## config.mk

```make
export PLATFORM = sky130hd
export DESIGN_NAME = mem_stage_access
export DESIGN_NICKNAME = d
export VERILOG_FILES = /design/src/rtl/mem_stage_pkg.sv /design/src/rtl/mem_timeout_ctr.sv /design/src/rtl/mem_stage_access.sv
export SDC_FILE = /design/constraint.sdc
export NUM_CORES = 1
export LEC_CHECK = 0
export CORE_AREA = 2 2 186 188
export CTS_BUF_LIST = sky130_fd_sc_hd__clkbuf_8
export DETAILED_ROUTE_END_ITERATION = 12
export DIE_AREA = 0 0 188 190
export PLACE_DENSITY = 0.71
export SYNTH_ARGS = -nofsm -noshare
export SYNTH_HDL_FRONTEND = slang
export SYNTH_SLANG_ARGS = --single-unit
```

## constraint.sdc

```tcl
create_clock -name clk -period 5 [get_ports clk]
set_input_delay 0.75 -clock clk [delete_from_list [all_inputs] [get_ports clk]]
set_output_delay 0.75 -clock clk [all_outputs]
set_load 0.01 [all_outputs]
```

## src/rtl/mem_stage_pkg.sv

```systemverilog
// Shared types and constants for the memory-stage access block.
package mem_stage_pkg;

    typedef enum logic {
        IDLE = 1'b0,
        WAIT = 1'b1
    } state_t;

    localparam logic [2:0] ALIGN_MASK = 3'b111;
    localparam int         RD_W       = 5;

endpackage

```

## src/rtl/mem_timeout_ctr.sv

```systemverilog
// Counts WAIT cycles without a memory acknowledge; flags the last permitted cycle.
module mem_timeout_ctr #(
    parameter int TIMEOUT = 16
) (
    input  logic clk,
    input  logic rst_n,
    input  logic clear,
    input  logic enable,
    output logic expire
);

    localparam int            W    = $clog2(TIMEOUT) + 1;
    localparam logic [W-1:0]  LAST = W'(TIMEOUT - 1);

    logic [W-1:0] cnt;

    // NOTE: sequential state is updated with <= so every flop samples pre-edge values.
    always_ff @(posedge clk or negedge rst_n) begin
        if (!rst_n) begin
            cnt <= '0;
        end else if (clear) begin
            cnt <= '0;
        end else if (enable) begin
            cnt <= cnt + 1'b1;
        end
    end

    assign expire = (cnt == LAST);

endmodule

```

## src/rtl/mem_stage_access.sv

```systemverilog
// MEM pipeline stage: handshaked load/store with stall, timeout and a one-cycle retire pulse.
module mem_stage_access
    import mem_stage_pkg::*;
#(
    parameter int DATA_W  = 64,
    parameter int ADDR_W  = 64,
    parameter int TIMEOUT = 16
) (
    input  logic              clk,
    input  logic              reset,
    input  logic              in_valid,
    input  logic              RegWrite,
    input  logic              MemtoReg,
    input  logic              MemWrite,
    input  logic              MemRead,
    input  logic [ADDR_W-1:0] AluResult,
    input  logic [DATA_W-1:0] DataIn,
    input  logic [RD_W-1:0]   Rd_in,
    output logic              stall,
    output logic              mem_req,
    output logic              mem_we,
    output logic [ADDR_W-1:0] mem_addr,
    output logic [DATA_W-1:0] mem_wdata,
    input  logic              mem_ack,
    input  logic [DATA_W-1:0] mem_rdata,
    output logic              valid_out,
    output logic              RegWrite_Out,
    output logic              MemtoReg_Out,
    output logic [ADDR_W-1:0] AluOut,
    output logic [DATA_W-1:0] ReadData,
    output logic [RD_W-1:0]   Rd_out,
    output logic              misaligned,
    output logic              bus_error
);

    state_t state, state_next;

    logic mem_op, aligned, expire;
    logic accept, retire_alu, retire_mis, retire_ack, retire_to;

    // Controls held for the instruction while its access is outstanding
    logic            cap_reg_write;
    logic            cap_memto_reg;
    logic [RD_W-1:0] cap_rd;

    assign mem_op  = MemRead | MemWrite;
    assign aligned = ((AluResult[2:0] & ALIGN_MASK) == 3'b000);

    mem_timeout_ctr #(
        .TIMEOUT (TIMEOUT)
    ) u_timeout (
        .clk    (clk),
        .rst_n  (reset),
        .clear  (state == IDLE),
        .enable ((state == WAIT) && !mem_ack),
        .expire (expire)
    );

    always_ff @(posedge clk or negedge reset) begin
        if (!reset) state <= IDLE;
        else        state <= state_next;
    end

    always_comb begin
        state_next = state;
        case (state)
            IDLE:    if (accept) state_next = WAIT;
            WAIT:    if (retire_ack || retire_to) state_next = IDLE;
            default: state_next = IDLE;
        endcase
    end

    // NOTE: every always_comb output gets a default first so no latch is inferred.
    always_comb begin
        accept     = 1'b0;
        retire_alu = 1'b0;
        retire_mis = 1'b0;
        retire_ack = 1'b0;
        retire_to  = 1'b0;
        stall      = 1'b0;
        case (state)
            IDLE: begin
                if (in_valid) begin
                    if (!mem_op)       retire_alu = 1'b1;
                    else if (!aligned) retire_mis = 1'b1;
                    else begin
                        accept = 1'b1;
                        stall  = 1'b1;
                    end
                end
            end
            WAIT: begin
                retire_ack = mem_ack;
                retire_to  = !mem_ack && expire;
                stall      = !mem_ack && !expire;
            end
            default: ;
        endcase
    end

    // NOTE: asynchronous reset clears every output and capture register; reset mid-WAIT drops the access.
    always_ff @(posedge clk or negedge reset) begin
        if (!reset) begin
            mem_req       <= 1'b0;
            mem_we        <= 1'b0;
            mem_addr      <= '0;
            mem_wdata     <= '0;
            valid_out     <= 1'b0;
            RegWrite_Out  <= 1'b0;
            MemtoReg_Out  <= 1'b0;
            AluOut        <= '0;
            ReadData      <= '0;
            Rd_out        <= '0;
            misaligned    <= 1'b0;
            bus_error     <= 1'b0;
            cap_reg_write <= 1'b0;
            cap_memto_reg <= 1'b0;
            cap_rd        <= '0;
        end else begin
            valid_out <= retire_alu | retire_mis | retire_ack | retire_to;

            if (retire_alu || retire_mis) begin
                RegWrite_Out <= RegWrite & !retire_mis;
                MemtoReg_Out <= MemtoReg;
                AluOut       <= AluResult;
                ReadData     <= '0;
                Rd_out       <= Rd_in;
            end
            if (retire_mis) misaligned <= 1'b1;

            if (accept) begin
                mem_req       <= 1'b1;
                mem_we        <= MemWrite;
                mem_addr      <= AluResult;
                mem_wdata     <= DataIn;
                // A combined read+write behaves as a store and never writes Rd
                cap_reg_write <= RegWrite & !MemWrite;
                cap_memto_reg <= MemtoReg;
                cap_rd        <= Rd_in;
            end

            if (retire_ack || retire_to) begin
                mem_req      <= 1'b0;
                RegWrite_Out <= cap_reg_write & retire_ack;
                MemtoReg_Out <= cap_memto_reg;
                AluOut       <= mem_addr;
                ReadData     <= (retire_ack && !mem_we) ? mem_rdata : '0;
                Rd_out       <= cap_rd;
            end
            if (retire_to) bus_error <= 1'b1;
        end
    end

endmodule
```

[Word-level counts from Yosys, hierarchy flattened]
Cells that the tools add are included.
Operators by class
  add/subtract/negate cells: 1
  equality and inequality tests: 2
  multiplexer cells: 32
  bitwise gates (word level): 8
  reductions and logical operators: 14
Operators with widths (count)
  64-bit 2-to-1 mux: 5
  1-bit 2-to-1 mux: 21
  5-bit 2-to-1 mux: 4
  5-bit by 1-bit adder with 5-bit output, second input constant: 1
  5-bit by 4-bit == test with 1-bit output, second input constant: 1
  1-bit zero test: 5
  1-bit logical AND: 4
  1-bit bitwise OR: 4
  1-bit case mux with 2 select lines: 2
  2-bit nonzero test: 2
  1-bit AND: 3
  3-bit zero test: 1
  1-bit logical OR: 2
  2-bit by 1-bit inequality test with 1-bit output, second input constant: 1
  1-bit inverter: 1
Storage, ports and cells
  flip-flop bits (word level): 281
  input port bits: 205
  output and inout port bits: 269
  word-level logic and storage cells: 74

[Depth between registers and ports, before layout]
  word-level depth: 9
  depth in mapped cells: 8
  mapped depth without buffers: 7

[Cells and area by module]
Synthesis repeated with hierarchy kept, for this count alone.
Second synthesis, totals
  cell total of the unflattened synthesis: 705
  area, all modules: 11239.5 sq um
Modules (own cells, without submodules)
  mem_stage_access: times used 1, cells each 682, area an instance 10969.3 sq um, sequential area each 6906.6 sq um
  mem_timeout_ctr: times used 1, cells each 23, area an instance 270.3 sq um, sequential area each 125.1 sq um

[Worst setup path after synthesis]
OpenSTA, ideal clock, no wires.
  path type: input to output
  from: input port AluResult[2]
  to: output port stall
  arrival: 1.773 ns
  required time: 4.250 ns
  setup slack: 2.477 ns
  stages on the path: 5
  buffers on the path: 2
  cells stage by stage: nor3_1 > nor3b_2 > buf_6 > buf_4 > o21bai_1
Between the ends
  longest elaborated chain between the ends: 5
RTL lines
  from (decl): RTL line mem_stage_access.sv:16  | input logic [ADDR_W-1:0] AluResult,
  3-bit zero test: RTL line mem_stage_access.sv:47  | assign aligned = ((AluResult[2:0] & ALIGN_MASK) == 3'b000);
  1-bit 2-to-1 mux: RTL line mem_stage_access.sv:85  | else if (!aligned) retire_mis = 1'b1;
  1-bit 2-to-1 mux: RTL line mem_stage_access.sv:84  | if (!mem_op) retire_alu = 1'b1;
  1-bit 2-to-1 mux: RTL line mem_stage_access.sv:83  | if (in_valid) begin
  1-bit case mux with 2 select lines: RTL line mem_stage_access.sv:81  | case (state)
  to (decl): RTL line mem_stage_access.sv:19  | output logic stall,
No other way between the ends.

[Worst setup path in the final report]
Same ends and word-level chain as after synthesis.

==> metrics.md <==
| Metric | Value |
|---|---|
| Status | completed |
| Critical Path Start Type | input pin |
| Worst-margin pin slew | 1100 ps |
| Share of cells above drive strength 1 | 0.218 |
| Critical Path RT | 4250 ps |
| Synth warn | 0 |
| Fin. max-slew vios | 0 |
| Reg-to-Reg End | AluOut[55]$_DFFE_PN0P_ |
| Nets@finish | 1400 |
| Worst slew margin | 0.264 |
| RSZ-0062 raised after global routing | no |
| CP endpoint kind | output port |
| CTS tree | yes |
| Pint | 0.00486 W |
| Die ar. | 35700 sq um |
| Post-CTS setup buffer count | 0 |
| Hold-fix buffers, CTS | 0 |
| Sink Count | 281 |
| Hold Path Class | in2async |
| Worst r2r src | u_timeout.cnt[0]$_DFFE_PN0P_ |
| Leakage | 7.39 nW |
| Die height | 190 microns |
| Cts bufs inserted | 48 |
| Largest net degree at the start of global routing | 140 |
| Area delta synth->final | 54.3% |
| FP Rows | 68 |
| DRT iter0 DRCs | 174 |
| Vias | 7767 |
| Synth Register Bits | 281 |
| Clock Latency Late Sink | 560 ps |
| Initial antenna violation count | 1 |
| First-pass GRT wire length | 49400 microns |
| Post-DP HPWL | 22400 microns |
| Die Wd | 188 microns |
| Final ANT Viol Nets | 0 |
| Starting Density | 0.331 |
| Seq/Total Area, Yosys | 0.625 |
| P_sw | 0.00179 W |
| Worst R2R Path Depth | 8 |
| Number of port buffers | 473 |
| CTS Buffer Depth | 3 |
| Pwr/cell area | 383 nW/um^2 |
| # fillers | 2914 |
| Post-Syn Instances | 704 |
| Clock root buffer | clkbuf_8 |
| GPL Wtd Cong | 0.785 |
| CTS clk-pin slew, worst paths | 60 ps |
| DRC errors left | 0 |
| I/O pin count | 474 |
| Skew final | 18.2 ps |
| Total Neg Setup Slack | 0 ps |
| Cell area after synthesis | 11200 sq um |
| Max Cap Viol | 0 |
| Power share of the clock group | 0.308 |
| Syn_nets | 911 |
| Routed len/inst | 19.0 microns |
| R2R Setup Slk | 1890 ps |
| Via density | 4.61 |
| Post-Route WL | 31900 microns |
| Flop pwr share | 0.436 |
| Total gr overflow | 0 |
| Core ar. | 33900 sq um |
| Hold Fails Final Rpt | 0 |
| Sw frac | 0.269 |
| Layout Utilization | 0.511 |
| VDD IR-drop max | 0.234 mV |
| Fin crit share | 0.697 |
| Finish-stage setup viols | 0 |
| WS Path Type | in2out |
| Comb pwr share | 0.257 |
| Fmax | 287 MHz |
| Htree depth | 2 |
| Min Clock Period, post-route | 3490 ps |
| Worst Path Max Fanout | 3 |
| CP arrival | 2740 ps |
| Synthesized area per cell | 16.0 sq um |
| # resized after CTS | 0 |
| Synth unique cells | 29 |
| GRT Total Usage | 0.176 |
| Pre-antenna DRT Iters | 4 |
| Vias in the first global route | 8363 |
==> worst max-delay path by stage <==
stage	start	endpoint	slack, ps	cells past startpoint
after floorplan	AluResult[2]	stall	2480	5
after global placement	AluResult[2]	stall	1470	5
after detailed placement	AluResult[2]	stall	1450	5
after CTS	AluResult[2]	stall	1430	5
after global routing	AluResult[2]	stall	1420	5
final	AluResult[2]	stall	1510	5
==> cells by family after synthesis <==
kind of cell	Yosys count	synth area share
compound gates	73	0.0561
xor+xnor	3	0.00234
fa+ha+maj	2	0.00222
buf+inv	47	0.0263
flops	281	0.625
mux	274	0.274
simple gates	24	0.0136
==> cell usage in the layout (no fill, tap or decap), drive strengths merged, types with 2 or more instances in the layout <==
master,netlist,layout
dfrtp,281,281
nand2b,3,3
and2,4,4
a22o,64,64
nor2b,5,5
xnor2,3,3
clkinv,0,6
inv,4,20
o21a,2,2
nor2,2,2
nand2,3,3
ha,2,2
mux2,273,273
buf,43,10
clkdlybuf4s50,0,472
clkbuf,0,60
nor3,2,2
o21bai,3,3
o21ai,3,3
==> layout make-up <==
| type | instances | area, sq um | area share |
|---|---|---|---|
| diodes | 1 | 2.50 | 0.000144 |
| flip-flops and latches | 281 | 7030 | 0.405 |
| multi-input cells | 376 | 3930 | 0.227 |
| well taps | 455 | 569 | 0.0328 |
| repair buffers | 482 | 4840 | 0.279 |
| clock buffers | 60 | 826 | 0.0476 |
| inverters | 4 | 16.3 | 0.000937 |
| clock inverters | 24 | 126 | 0.00728 |
==> through the flow <==
step / power, W / cell area [sq um] / instances / hold WS, ps / setup WS [ps]
after floorplan: 0.00351 / 11200 / 704 / 454 / 2480
after global placement: 0.00464 / 16400 / 1598 / 459 / 1470
after detailed placement: 0.00467 / 16400 / 1598 / 458 / 1450
after CTS: 0.00677 / 17300 / 1682 / 250 / 1430
after global routing: 0.00700 / 17400 / 1683 / 301 / 1420
final: 0.00665 / 17400 / 1683 / 269 / 1510
==> synthesized netlist by cell type, drive strengths merged <==
cell type,count,area share
and2,4,0.0022
buf,43,0.025
nand2,3,0.0010
nand2b,3,0.0023
o21a,2,0.0013
a22o,64,0.050
or2,1,0.00056
xnor2,3,0.0023
mux2,273,0.27
o21ai,3,0.0023
dfrtp,281,0.63
nor2b,5,0.0028
nand3b,1,0.00067
mux2i,1,0.00089
ha,2,0.0022
nor3b,1,0.0011
nand4b,1,0.00078
and3,1,0.00056
nor3,2,0.00089
o21bai,3,0.0020
o22ai,1,0.00056
nor2,2,0.00067
inv,4,0.0013
==> critical path: stages <==
cell,delay [ps]
clkdlybuf4s50_1,490
nor3_1,420
nor3b_4,310
o21bai_1,160
clkdlybuf4s50_1,600
==> power by group through the flow <==
stage	logic (W)	registers [W]	clock network, W
6_report	0.00171	0.00290	0.00205
3_3_place_gp	0.00171	0.00292	0
3_5_place_dp	0.00173	0.00294	0
2_1_floorplan	0.000420	0.00309	0
5_1_grt	0.00182	0.00295	0.00222
4_1_cts	0.00174	0.00290	0.00213
==> per-layer routing <==
layer,vias up,global-route usage,routed length (microns),share of wire
li1,3551,-,-,-
met1,3858,0.209,12800,0.40
met2,312,0.297,15600,0.49
met3,46,0.0666,2830,0.089
met4,0,0.0536,683,0.021
met5,-,0,0,0
No activity file was read; power rests on OpenSTA's default activity.
